--- src/rtl/avr_sdspi_pkg.sv ---
`default_nettype none
// ============================================================================
//  Module   : avr_sdspi_pkg
//  Brief    : Shared constants for the AVR slave-SPI to SD-access register port
//  Revision : 1.0  initial release
// ============================================================================
package avr_sdspi_pkg;

    localparam logic [7:0] SD_ADDR_DATA = 8'h60;
    localparam logic [7:0] SD_ADDR_CTRL = 8'h61;

    localparam int CTRL_REQ = 7;
    localparam int CTRL_CS  = 0;

    localparam int ST_GRANT = 7;
    localparam int ST_BUSY  = 6;

    localparam logic MISO_IDLE = 1'b1;

    function automatic logic [7:0] status_byte(input logic grant, input logic busy);
        logic [7:0] s;
        s           = 8'h00;
        s[ST_GRANT] = grant;
        s[ST_BUSY]  = busy;
        return s;
    endfunction

endpackage
`default_nettype wire

--- src/rtl/avr_sdspi_regs_if.sv ---
`default_nettype none
// ============================================================================
//  Module   : avr_sdspi_regs_if
//  Brief    : AVR SPI pins plus SD-master request bus; master = register port
//  Revision : 1.0  initial release
// ============================================================================
interface avr_sdspi_regs_if;

    logic       spick;
    logic       spics_n;
    logic       spido;
    logic       spidi;
    logic       sd_req;
    logic       sd_grant;
    logic       sd_cs_n;
    logic       sd_start;
    logic [7:0] sd_wrdata;
    logic       sd_busy;
    logic [7:0] sd_rddata;

    modport master (
        input  spick, spics_n, spido, sd_grant, sd_busy, sd_rddata,
        output spidi, sd_req, sd_cs_n, sd_start, sd_wrdata
    );

    modport slave (
        output spick, spics_n, spido, sd_grant, sd_busy, sd_rddata,
        input  spidi, sd_req, sd_cs_n, sd_start, sd_wrdata
    );

endinterface
`default_nettype wire

--- src/rtl/avr_spi_sync.sv ---
`default_nettype none
// ============================================================================
//  Module   : avr_spi_sync
//  Brief    : 2-flop synchronizer with optional registered rise/fall strobes
//  Revision : 1.0  initial release
// ============================================================================
module avr_spi_sync #(
    parameter logic IDLE     = 1'b0,
    parameter bit   EDGE_DET = 1'b1
) (
    input  wire logic fclk,
    input  wire logic rst,
    input  wire logic din,
    output logic      lvl,
    output logic      rise,
    output logic      fall
);

    logic r_s1;
    logic r_s2;

    always_ff @(posedge fclk) begin
        if (rst) begin
            r_s1 <= IDLE;
            r_s2 <= IDLE;
        end else begin
            r_s1 <= din;
            r_s2 <= r_s1;
        end
    end

    generate
        if (EDGE_DET) begin : g_edge
            logic r_s3;
            logic r_rise;
            logic r_fall;

            // lvl is taken from the third flop so it lines up with the strobes
            always_ff @(posedge fclk) begin
                if (rst) begin
                    r_s3   <= IDLE;
                    r_rise <= 1'b0;
                    r_fall <= 1'b0;
                end else begin
                    r_s3   <= r_s2;
                    r_rise <= r_s2 & ~r_s3;
                    r_fall <= ~r_s2 & r_s3;
                end
            end

            assign lvl  = r_s3;
            assign rise = r_rise;
            assign fall = r_fall;
        end else begin : g_lvl
            assign lvl  = r_s2;
            assign rise = 1'b0;
            assign fall = 1'b0;
        end
    endgenerate

endmodule
`default_nettype wire

--- src/rtl/avr_sdspi_regs.sv ---
`default_nettype none
// ============================================================================
//  Module   : avr_sdspi_regs
//  Brief    : AVR slave-SPI register port issuing SD-card SPI byte requests
//  Revision : 1.0  initial release
// ============================================================================
module avr_sdspi_regs
    import avr_sdspi_pkg::*;
#(
    parameter logic [7:0] ADDR_DATA = SD_ADDR_DATA,
    parameter logic [7:0] ADDR_CTRL = SD_ADDR_CTRL
) (
    input  wire logic         fclk,
    input  wire logic         rst,
    avr_sdspi_regs_if.master  bus
);

    logic w_ck_rise, w_ck_fall, w_ck_unused_lvl;
    logic w_cs_lvl, w_cs_rise, w_cs_fall;
    logic w_do_lvl, w_do_unused_rise, w_do_unused_fall;

    avr_spi_sync #(.IDLE(1'b0), .EDGE_DET(1'b1)) u_sync_ck (
        .fclk(fclk), .rst(rst), .din(bus.spick),
        .lvl(w_ck_unused_lvl), .rise(w_ck_rise), .fall(w_ck_fall)
    );

    avr_spi_sync #(.IDLE(1'b1), .EDGE_DET(1'b1)) u_sync_cs (
        .fclk(fclk), .rst(rst), .din(bus.spics_n),
        .lvl(w_cs_lvl), .rise(w_cs_rise), .fall(w_cs_fall)
    );

    avr_spi_sync #(.IDLE(1'b0), .EDGE_DET(1'b0)) u_sync_do (
        .fclk(fclk), .rst(rst), .din(bus.spido),
        .lvl(w_do_lvl), .rise(w_do_unused_rise), .fall(w_do_unused_fall)
    );

    logic [7:0] r_shreg;
    logic [2:0] r_bitcnt;
    logic [7:0] r_addr;
    logic [7:0] r_txreg;
    logic [7:0] r_sd_wrdata;
    logic       r_sd_req;
    logic       r_sd_cs_n;
    logic       r_sd_start;

    logic       w_cs_edge;
    logic [7:0] w_byte;
    logic       w_byte_done;
    logic [7:0] w_rd_data;

    // A select edge in the same cycle as a clock rise drops that bit
    assign w_cs_edge   = w_cs_rise | w_cs_fall;
    assign w_byte      = {w_do_lvl, r_shreg[7:1]};
    assign w_byte_done = w_ck_rise & ~w_cs_edge & (r_bitcnt == 3'd7);

    always_comb begin
        w_rd_data = 8'hFF;
        if (r_addr == ADDR_DATA) begin
            w_rd_data = bus.sd_rddata;
        end else if (r_addr == ADDR_CTRL) begin
            w_rd_data = status_byte(bus.sd_grant, bus.sd_busy);
        end
    end

    always_ff @(posedge fclk) begin
        if (rst) begin
            r_shreg     <= 8'h00;
            r_bitcnt    <= 3'd0;
            r_addr      <= 8'h00;
            r_txreg     <= 8'hFF;
            r_sd_wrdata <= 8'h00;
            r_sd_req    <= 1'b0;
            r_sd_cs_n   <= 1'b1;
            r_sd_start  <= 1'b0;
        end else begin
            r_sd_start <= 1'b0;

            if (w_cs_edge) begin
                r_bitcnt <= 3'd0;
            end else if (w_ck_rise) begin
                r_shreg  <= w_byte;
                r_bitcnt <= r_bitcnt + 3'd1;
            end

            if (w_cs_fall) begin
                r_txreg <= w_rd_data;
            end else if (w_ck_fall && !w_cs_lvl) begin
                r_txreg <= {MISO_IDLE, r_txreg[7:1]};
            end

            if (w_byte_done) begin
                if (w_cs_lvl) begin
                    r_addr <= w_byte;
                end else if (r_addr == ADDR_DATA) begin
                    r_sd_wrdata <= w_byte;
                    r_sd_start  <= 1'b1;
                end else if (r_addr == ADDR_CTRL) begin
                    // Dropping the request always deselects the card
                    r_sd_req  <= w_byte[CTRL_REQ];
                    r_sd_cs_n <= w_byte[CTRL_REQ] ? w_byte[CTRL_CS] : 1'b1;
                end
            end
        end
    end

    assign bus.spidi     = r_txreg[0];
    assign bus.sd_req    = r_sd_req;
    assign bus.sd_cs_n   = r_sd_cs_n;
    assign bus.sd_start  = r_sd_start;
    assign bus.sd_wrdata = r_sd_wrdata;

endmodule
`default_nettype wire

--- src/flat_wrapper.sv ---
// flat-port wrapper written by rule: the top's interface ports become plain ports
module avr_sdspi_regs_flat import avr_sdspi_pkg::*;
#(
    parameter logic [7:0] ADDR_DATA = SD_ADDR_DATA,
    parameter logic [7:0] ADDR_CTRL = SD_ADDR_CTRL
)
  (fclk, rst, bus_spick, bus_spics_n, bus_spido, bus_sd_grant, bus_sd_busy, bus_sd_rddata, bus_spidi, bus_sd_req, bus_sd_cs_n, bus_sd_start, bus_sd_wrdata);
  avr_sdspi_regs_if bus_i ();
  input  wire logic fclk;
  input  wire logic rst;
  input wire logic [$bits(bus_i.spick)-1:0] bus_spick;
  input wire logic [$bits(bus_i.spics_n)-1:0] bus_spics_n;
  input wire logic [$bits(bus_i.spido)-1:0] bus_spido;
  input wire logic [$bits(bus_i.sd_grant)-1:0] bus_sd_grant;
  input wire logic [$bits(bus_i.sd_busy)-1:0] bus_sd_busy;
  input wire logic [$bits(bus_i.sd_rddata)-1:0] bus_sd_rddata;
  output wire logic [$bits(bus_i.spidi)-1:0] bus_spidi;
  output wire logic [$bits(bus_i.sd_req)-1:0] bus_sd_req;
  output wire logic [$bits(bus_i.sd_cs_n)-1:0] bus_sd_cs_n;
  output wire logic [$bits(bus_i.sd_start)-1:0] bus_sd_start;
  output wire logic [$bits(bus_i.sd_wrdata)-1:0] bus_sd_wrdata;
  assign bus_i.spick = bus_spick;
  assign bus_i.spics_n = bus_spics_n;
  assign bus_i.spido = bus_spido;
  assign bus_i.sd_grant = bus_sd_grant;
  assign bus_i.sd_busy = bus_sd_busy;
  assign bus_i.sd_rddata = bus_sd_rddata;
  assign bus_spidi = bus_i.spidi;
  assign bus_sd_req = bus_i.sd_req;
  assign bus_sd_cs_n = bus_i.sd_cs_n;
  assign bus_sd_start = bus_i.sd_start;
  assign bus_sd_wrdata = bus_i.sd_wrdata;
  avr_sdspi_regs #(.ADDR_DATA(ADDR_DATA), .ADDR_CTRL(ADDR_CTRL)) u_core (.fclk(fclk), .rst(rst), .bus(bus_i));
endmodule
--- config.mk ---
export PLATFORM = sky130hd
export DESIGN_NAME = avr_sdspi_regs_flat
export DESIGN_NICKNAME = d
export VERILOG_FILES = /design/src/rtl/avr_sdspi_pkg.sv /design/src/rtl/avr_sdspi_regs_if.sv /design/src/rtl/avr_spi_sync.sv /design/src/rtl/avr_sdspi_regs.sv /design/src/flat_wrapper.sv
export SDC_FILE = /design/constraint.sdc
export NUM_CORES = 1
export LEC_CHECK = 0
export ABC_AREA = 1
export CAP_MARGIN = 0
export CORE_MARGIN = 4
export CORE_UTILIZATION = 53
export DETAILED_ROUTE_END_ITERATION = 8
export GPL_ROUTABILITY_DRIVEN = 0
export PLACE_DENSITY = 0.88
export SYNTH_ARGS = -nofsm -noshare
export SYNTH_HDL_FRONTEND = slang
export SYNTH_SLANG_ARGS = --single-unit
--- constraint.sdc ---
create_clock -name fclk -period 1.8 [get_ports fclk]
set_input_delay 0.27 -clock fclk [delete_from_list [all_inputs] [get_ports fclk]]
set_output_delay 0.27 -clock fclk [all_outputs]
set_load 0.005 [all_outputs]
**Word level (Yosys, flattened, before mapping)**

Cells that the tools add are included.
W data, S select, Z words.

- Flip-flop bits (word level): 50
- Output and inout bits: 12
- Word-level logic and storage cells: 53

- $add $sub $neg: 1
- Equal/unequal tests: 3
- Muxes and demuxes: 6
- Bitwise logic cells: 14
- Reduce and logical (&&, ||, !) cells: 9

Operators by type and width:

| kind | count |
|---|---|
| $mux W8 | 4 |
| $eq A8 B7 Y1 const B | 2 |
| $not A1 Y1 | 7 |
| $and A1 B1 Y1 | 6 |
| $reduce_and A2 Y1 | 2 |
| $reduce_and A4 Y1 | 1 |
| $add A3 B1 Y3 const B | 1 |
| $eq A3 B3 Y1 const B | 1 |
| $reduce_and A3 Y1 | 1 |
| $reduce_or A3 Y1 | 1 |
| $mux W1 | 2 |
| $reduce_bool A2 Y1 | 1 |
| $reduce_or A2 Y1 | 1 |
| $logic_and A1 B1 Y1 | 1 |
| $logic_not A1 Y1 | 1 |
| $or A1 B1 Y1 | 1 |

**Longest topological paths before layout**

Gate-level depths: netlist of the first run.

- Word-level depth: 6
- Depth in mapped cells: 9
- Depth with buffers taken out: 9

**Modules after synthesis**

From an unflattened synthesis of the first run, not the netlist that was laid out.

- Cells, all modules: 272
- Area total of the unflattened synthesis: 2001.9 sq um

Modules (own cells, without submodules):

| module | times used | cells each | area an instance (sq um) |
|---|---|---|---|
| avr_sdspi_regs | 1 | 234 | 1649.1 |
| avr_spi_sync at u_core.u_sync_ck | 1 | 15 | 140.1 |
| avr_spi_sync at u_core.u_sync_cs | 1 | 14 | 138.9 |
| avr_spi_sync at u_core.u_sync_do | 1 | 9 | 73.8 |

**Worst setup path before layout of the first run**

Ideal clock, no wire load.

- Path kind: register to register
- Start: register u_core.r_bitcnt[0]
- End: register u_core.r_sd_cs_n, in the netlist u_core.bus.sd_cs_n
- Setup time: 0.112 ns
- Arrival time: 1.305 ns
- Setup slack: 0.383 ns
- Cell stages (with the launch flop): 9
- Path buffers: 1
- Period minus slack after synthesis: 1.417 ns
- Path through: dfxtp_1 -> ha_1 -> ha_1 -> nand4_2 -> buf_2 -> nor2_2 -> nand3_1 -> nand2_1 -> nand2_1

- Cells in the longest elaborated chain, start to end: 3

Ends and longest elaborated chain:

| what | RTL line | source |
|---|---|---|
| start, declared | avr_sdspi_regs.sv:38 | `logic [2:0] r_bitcnt;` |
| start signal, assigned | avr_sdspi_regs.sv:82 | `r_bitcnt <= r_bitcnt + 3'd1;` |
| $eq A3 B3 Y1 | avr_sdspi_regs.sv:54 | `assign w_byte_done = w_ck_rise & ~w_cs_edge & (r_bitcnt == 3'd7);` |
| $and A1 B1 Y1 | avr_sdspi_regs.sv:54 |  |
| $reduce_and A4 Y1 (no line) | - |  |
| end signal, assigned | avr_sdspi_regs.sv:100 | `r_sd_cs_n <= w_byte[CTRL_REQ] ? w_byte[CTRL_CS] : 1'b1;` |
| end, declared | avr_sdspi_regs.sv:43 | `logic r_sd_cs_n;` |

No other way between the ends.
A chain may end at the register's enable or synchronous reset.

**Final worst setup path of the first run**

- Start: register u_core.r_bitcnt[0]
- End: register u_core.r_sd_wrdata[2], in the netlist u_core.bus.sd_wrdata[2]

- Cells in the longest elaborated chain, start to end: 3

Ends and longest elaborated chain:

| what | RTL line | source |
|---|---|---|
| $eq A3 B3 Y1 | avr_sdspi_regs.sv:54 |  |
| $and A1 B1 Y1 | avr_sdspi_regs.sv:54 |  |
| $reduce_and A3 Y1 (no line) | - |  |
| end signal, assigned | avr_sdspi_regs.sv:95 | `r_sd_wrdata <= w_byte;` |
| end, declared | avr_sdspi_regs.sv:41 | `logic [7:0] r_sd_wrdata;` |

No other way between the ends.

==> flow_summary.yaml, run 1 <==
cts:
  cts_buffer_depth: 2
  h-tree-depth: 2
  clk-insertion-delay-late_ns: 0.29
  clk_pin_slew_ns: 0.08
  cts_resized: 0
  clockRootBuffer: "clkbuf_8"
  cts_made_buffers: 5
  cts_hold_buffers: 0
  cts_sinks: 49
  postCtsSetupBuffers: 0
  cts_tree: "built"
sta:
  tns_ns: 0
  rsz0062_at_grt: "no"
  hold_viol_final: 0
  maxSlewViolCount: 0
  period_share: 0.857
  finalSetupViolations: 0
  tightest_slew_ns: 0.451
  max_freq_ghz: 0.649
  max_slew_margin: 0.699
  post-route-min-period_ns: 1.54
  hold_slack_ns: 0.407
  fin_skew_ns: 0.00272
logic_synthesis:
  yosysWarningCount: 0
  ys_seq_area_frac: 0.492
  synth.avg_cell_area_sq_um: 7.35
  syn-num-nets: 288
  ys_ff_latch: 49
  synth_cell_types: 22
  syn-instance-count: 271
  syn-cell-area_sq_um: 1990
run:
  maxCapViolCount: 0
worst_setup_path:
  ff2ff_path_depth: 6
  critPathKind: "flip-flop to flip-flop"
  cp-end-kind: "flip-flop"
  critPathMaxStageDelay_ns: 0.35
  worstPathRequired_ns: 2.04
  worstPathMaxFanout: 8
  cp_cell_sequence: "ha_1 > ha_1 > nand4_2 > nor2_2 > o21ai_0 > nor2_1"
  crit_path_frequent_cell: "ha_1"
  critPathLaunchType: "flip-flop"
  cp_slowest_cell: "dfxtp_1"
  cp_data_arrival_time_ns: 1.78
layout:
  layout_common_cells: "nand2_1, dfxtp_1, nor2_1, inv_1, clkdlybuf4s50_1"
  utilization: 0.653
  layout.nets: 319
  final_cells: 349
  num-fill-cells: 328
  final_common_cell: "nand2_1"
  drive_gt1_frac: 0.0731
  diodes: 0
  syn_to_final_growth_pct: 19.2
floorplanning:
  placementRows: 22
  die_w_microns: 69.3
  initial_utilization: 0.548
  ioPinCount: 27
  fp.dieH_microns: 69.3
  die-area_sq_um: 4800
  coreArea_sq_um: 3630
global_route:
  grt.total_usage: 0.173
  antenna_found_initial: 0
  grt_pass1_wl_microns: 6710
  grt_overflow: 0
  first_global_vias: 1572
  grt_max_degree: 33
pwr:
  comb_power_share: 0.055
  peakVddDrop_mv: 0.522
  p_int_w: 0.00141
  switching_share: 0.215
  power_frac_clock: 0.323
  p_leak_nw: 1.11
  power_switching_w: 0.000387
  seqPwrFrac: 0.622
  p_per_area_nw_per_um2: 757
routing:
  detail-route-antenna-nets: 0
  via_per_inst: 4.91
  drt_pass1_iterations: 5
  wl_per_cell_microns: 11.2
  via_count: 1713
  wirelength_microns: 3910
  first_iter_violations: 83
  drcViolationCount: 0
hold_path:
  whs_path_depth: 2
  hold_path.class: "flip-flop to flip-flop"
placement:
  place_hpwl_microns: 2730
  io_buffers: 26
  dp.cells: 343
outcome:
  outcome: "finished, final reports clean"
[cell families after synthesis]
group           after synthesis  synth area share
fa+ha+maj                     2            0.0126
compound gates               34            0.0917
buf+inv                      38            0.0842
simple gates                147             0.315
xor+xnor                      1           0.00440
flops                        49             0.492
[stage by stage]
| step | power (W) | setup slack [ns] | instance area, sq um |
|---|---|---|---|
| 6_report | 0.00180 | 0.258 | 2370 |
| 3_3_place_gp | 0.00124 | 0.355 | 2300 |
| 5_1_grt | 0.00189 | 0.0768 | 2370 |
| 2_1_floorplan | 0.00120 | 0.383 | 1990 |
| 4_1_cts | 0.00182 | 0.248 | 2370 |
| 3_5_place_dp | 0.00124 | 0.265 | 2300 |
[critical path: cells and delay by family (launching register included)]
kind / cells / cell delay (ns)
AOI/OAI and AO/OA: 1 / 0.13
DFF: 1 / 0.35
and+or+nand+nor: 3 / 0.58
adders and majority gates: 2 / 0.42
[layout make-up]
type                    instances  area (sq um)  area share
flip-flops and latches         49           981       0.413
multi-input cells             184           843       0.355
repair buffers                 30           290       0.122
inverters                      32           125      0.0527
clock buffers                   5          68.8      0.0290
well taps                      48          60.1      0.0253
clock inverters                 1          5.00     0.00211
[synth_stat cells (all sizes together)]
master | instances | area [sq um]
o211ai | 5 | 37.5
o21ai | 23 | 115
clkbuf | 2 | 7.51
xnor2 | 1 | 8.76
dfxtp | 49 | 981
nor2 | 52 | 205
nor3 | 12 | 60.1
nand4 | 3 | 25.0
nand3 | 9 | 57.6
or2 | 2 | 12.5
ha | 2 | 25.0
nand2 | 69 | 267
a21oi | 6 | 30.0
buf | 4 | 35.0
inv | 32 | 125
[sequential cells by signal (all words and copies together), names as in the netlist, 3 cells and up]
| register | flops |
|---|---|
| u_core.r_bitcnt | 3 |
| u_core.r_addr | 8 |
| u_core.r_txreg | 8 |
| u_core.bus.sd_wrdata | 8 |
| u_core.r_shreg | 7 |
[layer usage]
layer / part of all wire / vias up / GRT usage / wire (microns)
met5: 0 / - / 0 / 0
met4: 0.023 / 0 / 0.0846 / 90
met3: 0.072 / 11 / 0.0623 / 281
met2: 0.44 / 53 / 0.264 / 1710
met1: 0.47 / 738 / 0.214 / 1830
li1: - / 911 / - / -
[power groups by stage]
stage	sequential (W)	combinational (W)	clock [W]
2_1_floorplan	0.00114	0.0000559	0
3_3_place_gp	0.00114	0.0000963	0
3_5_place_dp	0.00114	0.0000985	0
4_1_cts	0.00112	0.0000995	0.000598
5_1_grt	0.00112	0.000112	0.000654
6_report	0.00112	0.0000987	0.000581
[final timing paths]
kind,slack (ns),start,endpoint
setup / recovery,0.26,u_core.r_bitcnt[0]$_SDFFE_PP0P_,u_core.bus.sd_wrdata[2]$_SDFFE_PP0P_
hold reg to reg,0.41,u_core.u_sync_ck.r_s1$_SDFF_PP0_,u_core.u_sync_ck.r_s2$_SDFF_PP0_
setup reg to reg,0.26,u_core.r_bitcnt[0]$_SDFFE_PP0P_,u_core.bus.sd_wrdata[2]$_SDFFE_PP0P_
hold / removal,0.41,u_core.u_sync_ck.r_s1$_SDFF_PP0_,u_core.u_sync_ck.r_s2$_SDFF_PP0_
Note: power is estimated with default switching activity, not from simulation.
==> run 2: changes to the inputs <==
--- a/config.mk
+++ b/config.mk
@@ -11,7 +11,7 @@
 export CORE_UTILIZATION = 53
 export DETAILED_ROUTE_END_ITERATION = 8
 export GPL_ROUTABILITY_DRIVEN = 0
-export PLACE_DENSITY = 0.88
+export PLACE_DENSITY = 0.79
 export SYNTH_ARGS = -nofsm -noshare
 export SYNTH_HDL_FRONTEND = slang
 export SYNTH_SLANG_ARGS = --single-unit
==> flow_summary.yaml, run 2 (same netlist as run 1, synthesis figures left out) <==
pwr:
  seqPwrFrac: 0.606
  peakVddDrop_mv: 0.665
  power_frac_clock: 0.341
  power_switching_w: 0.000386
  comb_power_share: 0.053
  switching_share: 0.209
  power_w: 0.00185
  p_leak_nw: 1.12
  p_per_area_nw_per_um2: 774
  p_int_w: 0.00146
worst_setup_path:
  critPathLaunchType: "flip-flop"
  cp-end-kind: "flip-flop"
  cp_data_arrival_time_ns: 1.73
  worstPathMaxFanout: 10
  worstPathRequired_ns: 1.99
  critPathKind: "flip-flop to flip-flop"
layout:
  final_common_cell: "nand2_1"
  register_area_sq_um: 981
  multi_input_area_sq_um: 843
  num-fill-cells: 340
  final_cells: 350
  diodes: 0
  drive_gt1_frac: 0.0728
  syn_to_final_growth_pct: 19.8
  layout.nets: 319
  layout_common_cells: "nand2_1, dfxtp_1, nor2_1, inv_1, clkdlybuf4s50_1"
routing:
  routed.top_layer: "met4"
  wl_met1_microns: 1940
  first_iter_violations: 138
  drt_pass1_iterations: 4
  wl_met2_microns: 1640
  detail-route-antenna-nets: 0
  dr_wl_met3_microns: 196
  via_per_inst: 4.83
  wl_per_cell_microns: 11.0
  via_count: 1691
  drcViolationCount: 0
  wirelength_microns: 3850
cts:
  cts_hold_buffers: 0
  clockRootBuffer: "clkbuf_8"
  cts_made_buffers: 5
  cts_sinks: 49
  clk_pin_slew_ns: 0.08
  cts_buffer_depth: 2
  clk-insertion-delay-late_ns: 0.30
  h-tree-depth: 2
  postCtsSetupBuffers: 0
  cts_tree: "built"
  cts_resized: 0
outcome:
  outcome: "finished, final reports clean"
global_route:
  grt_overflow: 0
  first_global_vias: 1589
  grt_pass1_wl_microns: 6850
  grt.total_usage: 0.174
  antenna_found_initial: 0
  grt_max_degree: 33
floorplanning:
  coreArea_sq_um: 3630
  ioPinCount: 27
  die-area_sq_um: 4800
  fp.dieH_microns: 69.3
  placementRows: 22
  die_w_microns: 69.3
  initial_utilization: 0.548
sta:
  hold_viol_final: 0
  max_slew_margin: 0.695
  tns_ns: 0
  finalSetupViolations: 0
  tightest_slew_ns: 0.456
  rsz0062_at_grt: "no"
  fin_skew_ns: 0.00527
  post-route-min-period_ns: 1.54
  maxSlewViolCount: 0
  period_share: 0.855
  max_freq_ghz: 0.649
placement:
  dp.cells: 343
  io_buffers: 26
  place_hpwl_microns: 2760
run:
  maxCapViolCount: 0
hold_path:
  hold_path.class: "flip-flop to flip-flop"
-- run 2: cell type report --
class | count | share of cell area
flip-flops and latches | 49 | 0.411
multi-input cells | 184 | 0.353
inverters | 32 | 0.0524
clock buffers | 7 | 0.0362
repair buffers | 30 | 0.122
well taps | 48 | 0.0252
-- run 2: layer usage --
layer | global-route usage | up-vias
met5 | 0 | -
met4 | 0.0738 | 0
met3 | 0.0667 | 8
met2 | 0.264 | 31
met1 | 0.220 | 742
li1 | - | 910
-- run 2: power by group through the flow --
stage	Clock, W	Combinational, W	Sequential, W
finish	0.000630	0.0000982	0.00112
global placement	0	0.0000969	0.00114
global route	0.000699	0.000112	0.00112
detailed placement	0	0.0000983	0.00114
floorplan	0	0.0000559	0.00114
CTS	0.000653	0.0000992	0.00112
-- run 2: worst max-delay path, cell delays in order, from the launching register on --
cell and delay [ns]:
dfxtp_1 0.32, ha_1 0.19, ha_1 0.25, nand4_2 0.16, buf_4 0.19, inv_1 0.06, nand2_1 0.08, nand2_1 0.06
nand2_1 0.07, nand2_1 0.04
-- run 2: worst paths after layout --
| path | endpoint | slack, ns | cells past startpoint | start |
|---|---|---|---|---|
| worst max-delay path | u_core.bus.sd_cs_n$_SDFFE_PP1P_ | 0.26 | 9 | u_core.r_bitcnt[0]$_SDFFE_PP0P_ |
| worst min-delay path | u_core.u_sync_ck.r_s2$_SDFF_PP0_ | 0.41 | 2 | u_core.u_sync_ck.r_s1$_SDFF_PP0_ |
| worst max register to register | u_core.bus.sd_cs_n$_SDFFE_PP1P_ | 0.26 | 9 | u_core.r_bitcnt[0]$_SDFFE_PP0P_ |
| worst min register to register | u_core.u_sync_ck.r_s2$_SDFF_PP0_ | 0.41 | 2 | u_core.u_sync_ck.r_s1$_SDFF_PP0_ |
-- run 2: metrics by stage --
step	setup WS, ns	cell area [sq um]	util	hold WS [ns]
6_report	0.260	2390	0.657	0.408
5_1_grt	0.111	2390	0.657	0.419
4_1_cts	0.251	2390	0.657	0.413
3_5_place_dp	0.256	2300	0.633	0.399
3_3_place_gp	0.334	2300	0.633	0.390
2_1_floorplan	0.383	1990	-	0.349
==> run 3: changes to the inputs <==
--- a/config.mk
+++ b/config.mk
@@ -7,11 +7,13 @@
 export LEC_CHECK = 0
 export ABC_AREA = 1
 export CAP_MARGIN = 0
-export CORE_MARGIN = 4
+export CORE_MARGIN = 3
 export CORE_UTILIZATION = 53
 export DETAILED_ROUTE_END_ITERATION = 8
 export GPL_ROUTABILITY_DRIVEN = 0
+export HOLD_SLACK_MARGIN = 0.02
 export PLACE_DENSITY = 0.79
+export SKIP_CTS_REPAIR_TIMING = 1
 export SYNTH_ARGS = -nofsm -noshare
 export SYNTH_HDL_FRONTEND = slang
 export SYNTH_SLANG_ARGS = --single-unit
==> flow_summary.yaml, run 3 (same netlist as run 1, synthesis figures left out) <==
pwr:
  power_frac_clock: 0.354
  p_per_area_nw_per_um2: 788
  p_int_w: 0.00147
  switching_share: 0.222
  peakVddDrop_mv: 0.554
  p_leak_nw: 1.12
  comb_power_share: 0.053
  power_switching_w: 0.000419
  seqPwrFrac: 0.593
layout:
  layout_common_cells: "nand2_1, dfxtp_1, nor2_1, inv_1, clkdlybuf4s50_1"
  layout.nets: 319
  final_cells: 349
  final_common_cell: "nand2_1"
  diodes: 0
  syn_to_final_growth_pct: 20.2
  drive_gt1_frac: 0.0792
cts:
  clk-insertion-delay-late_ns: 0.30
  cts_tree: "built"
  cts_made_buffers: 5
  h-tree-depth: 2
  clk_pin_slew_ns: 0.09
  clockRootBuffer: "clkbuf_8"
  cts_sinks: 49
  cts_buffer_depth: 2
sta:
  hold_viol_final: 0
  period_share: 0.861
  tightest_slew_ns: 0.505
  fin_skew_ns: 0.00486
  rsz0062_at_grt: "no"
  tns_ns: 0
  finalSetupViolations: 0
  post-route-min-period_ns: 1.55
  maxSlewViolCount: 0
  hold_slack_ns: 0.406
  max_freq_ghz: 0.646
  max_slew_margin: 0.662
routing:
  via_per_inst: 4.86
  drt_pass1_iterations: 4
  wirelength_microns: 3910
  via_count: 1695
  wl_per_cell_microns: 11.2
  first_iter_violations: 147
  detail-route-antenna-nets: 0
  drcViolationCount: 0
floorplanning:
  die_w_microns: 67.3
  fp.dieH_microns: 67.3
  initial_utilization: 0.574
  coreArea_sq_um: 3470
  ioPinCount: 27
  die-area_sq_um: 4530
  placementRows: 21
global_route:
  grt_pass1_wl_microns: 6700
  antenna_found_initial: 0
  first_global_vias: 1522
  grt_overflow: 0
  grt_max_degree: 33
  grt.total_usage: 0.195
placement:
  place_hpwl_microns: 2740
  dp.cells: 341
  io_buffers: 26
worst_setup_path:
  cp_slowest_cell: "dfxtp_1"
  worstPathRequired_ns: 2.04
  critPathKind: "flip-flop to flip-flop"
  critPathLaunchType: "flip-flop"
  cp_data_arrival_time_ns: 1.79
  worstPathMaxFanout: 8
  ff2ff_path_depth: 6
  cp_cell_sequence: "ha_1 > ha_1 > nand4_2 > nor2_2 > o21ai_0 > nor2_1"
  critPathMaxStageDelay_ns: 0.36
  crit_path_frequent_cell: "ha_1"
  cp-end-kind: "flip-flop"
hold_path:
  whs_path_depth: 2
  hold_path.class: "flip-flop to flip-flop"
run:
  maxCapViolCount: 0
outcome:
  outcome: "finished, final reports clean"
==> run 3: changes by cell type in the layout (fill, tap and decap cells not counted), sizes merged <==
| cell | before | now |
|---|---|---|
| clkbuf | 7 | 6 |
| clkinv | 0 | 2 |
==> run 3: cell type report <==
type / count / area [sq um]
clock buffers: 6 / 82.6
clock inverters: 2 / 13.8
fillers: 315 / 1070
inverters: 32 / 125
multi-input cells: 184 / 843
flip-flops and latches: 49 / 981
well taps: 46 / 57.6
repair buffers: 30 / 290
==> run 3: power groups by stage <==
stage | Clock, W | Combinational, W | Sequential (W)
floorplan | 0 | 0.0000559 | 0.00114
global placement | 0 | 0.0000970 | 0.00114
detailed placement | 0 | 0.0000987 | 0.00114
CTS | 0.000691 | 0.0000998 | 0.00112
global route | 0.000732 | 0.000113 | 0.00112
finish | 0.000668 | 0.0000994 | 0.00112
==> run 3: path summary, 6_finish.rpt <==
check	slack [ns]	startpoint	endpoint
setup / recovery	0.25	u_core.r_bitcnt[0]$_SDFFE_PP0P_	u_core.bus.sd_wrdata[6]$_SDFFE_PP0P_
setup reg to reg	0.25	u_core.r_bitcnt[0]$_SDFFE_PP0P_	u_core.bus.sd_wrdata[6]$_SDFFE_PP0P_
hold reg to reg	0.41	u_core.u_sync_ck.r_s1$_SDFF_PP0_	u_core.u_sync_ck.r_s2$_SDFF_PP0_
hold / removal	0.41	u_core.u_sync_ck.r_s1$_SDFF_PP0_	u_core.u_sync_ck.r_s2$_SDFF_PP0_
==> run 3: metrics by stage <==
stage | instance area (sq um) | setup slack (ns) | power [W] | util
6_report | 2390 | 0.251 | 0.00189 | 0.690
3_5_place_dp | 2300 | 0.284 | 0.00124 | 0.662
5_1_grt | 2390 | 0.0961 | 0.00197 | 0.690
4_1_cts | 2390 | 0.248 | 0.00191 | 0.690
2_1_floorplan | 1990 | 0.383 | 0.00120 | -
3_3_place_gp | 2300 | 0.329 | 0.00124 | 0.662
==> run 3: per-layer routing <==
layer,vias to the layer above,share of wire,wire length (microns),GRT usage
met5,-,0,0,0
li1,912,-,-,-
met3,6,0.038,147,0.0516
met2,33,0.45,1770,0.292
met1,744,0.50,1950,0.268
met4,0,0.0095,37,0.0759
==> run 3: critical path: cells and delay by family, from the launching register on <==
| family | cells | cell delay, ns |
|---|---|---|
| AND/OR/NAND/NOR | 3 | 0.59 |
| flip-flops | 1 | 0.36 |
| adder cells (fa/ha/maj) | 2 | 0.42 |
| AO/OA/AOI/OAI | 1 | 0.12 |
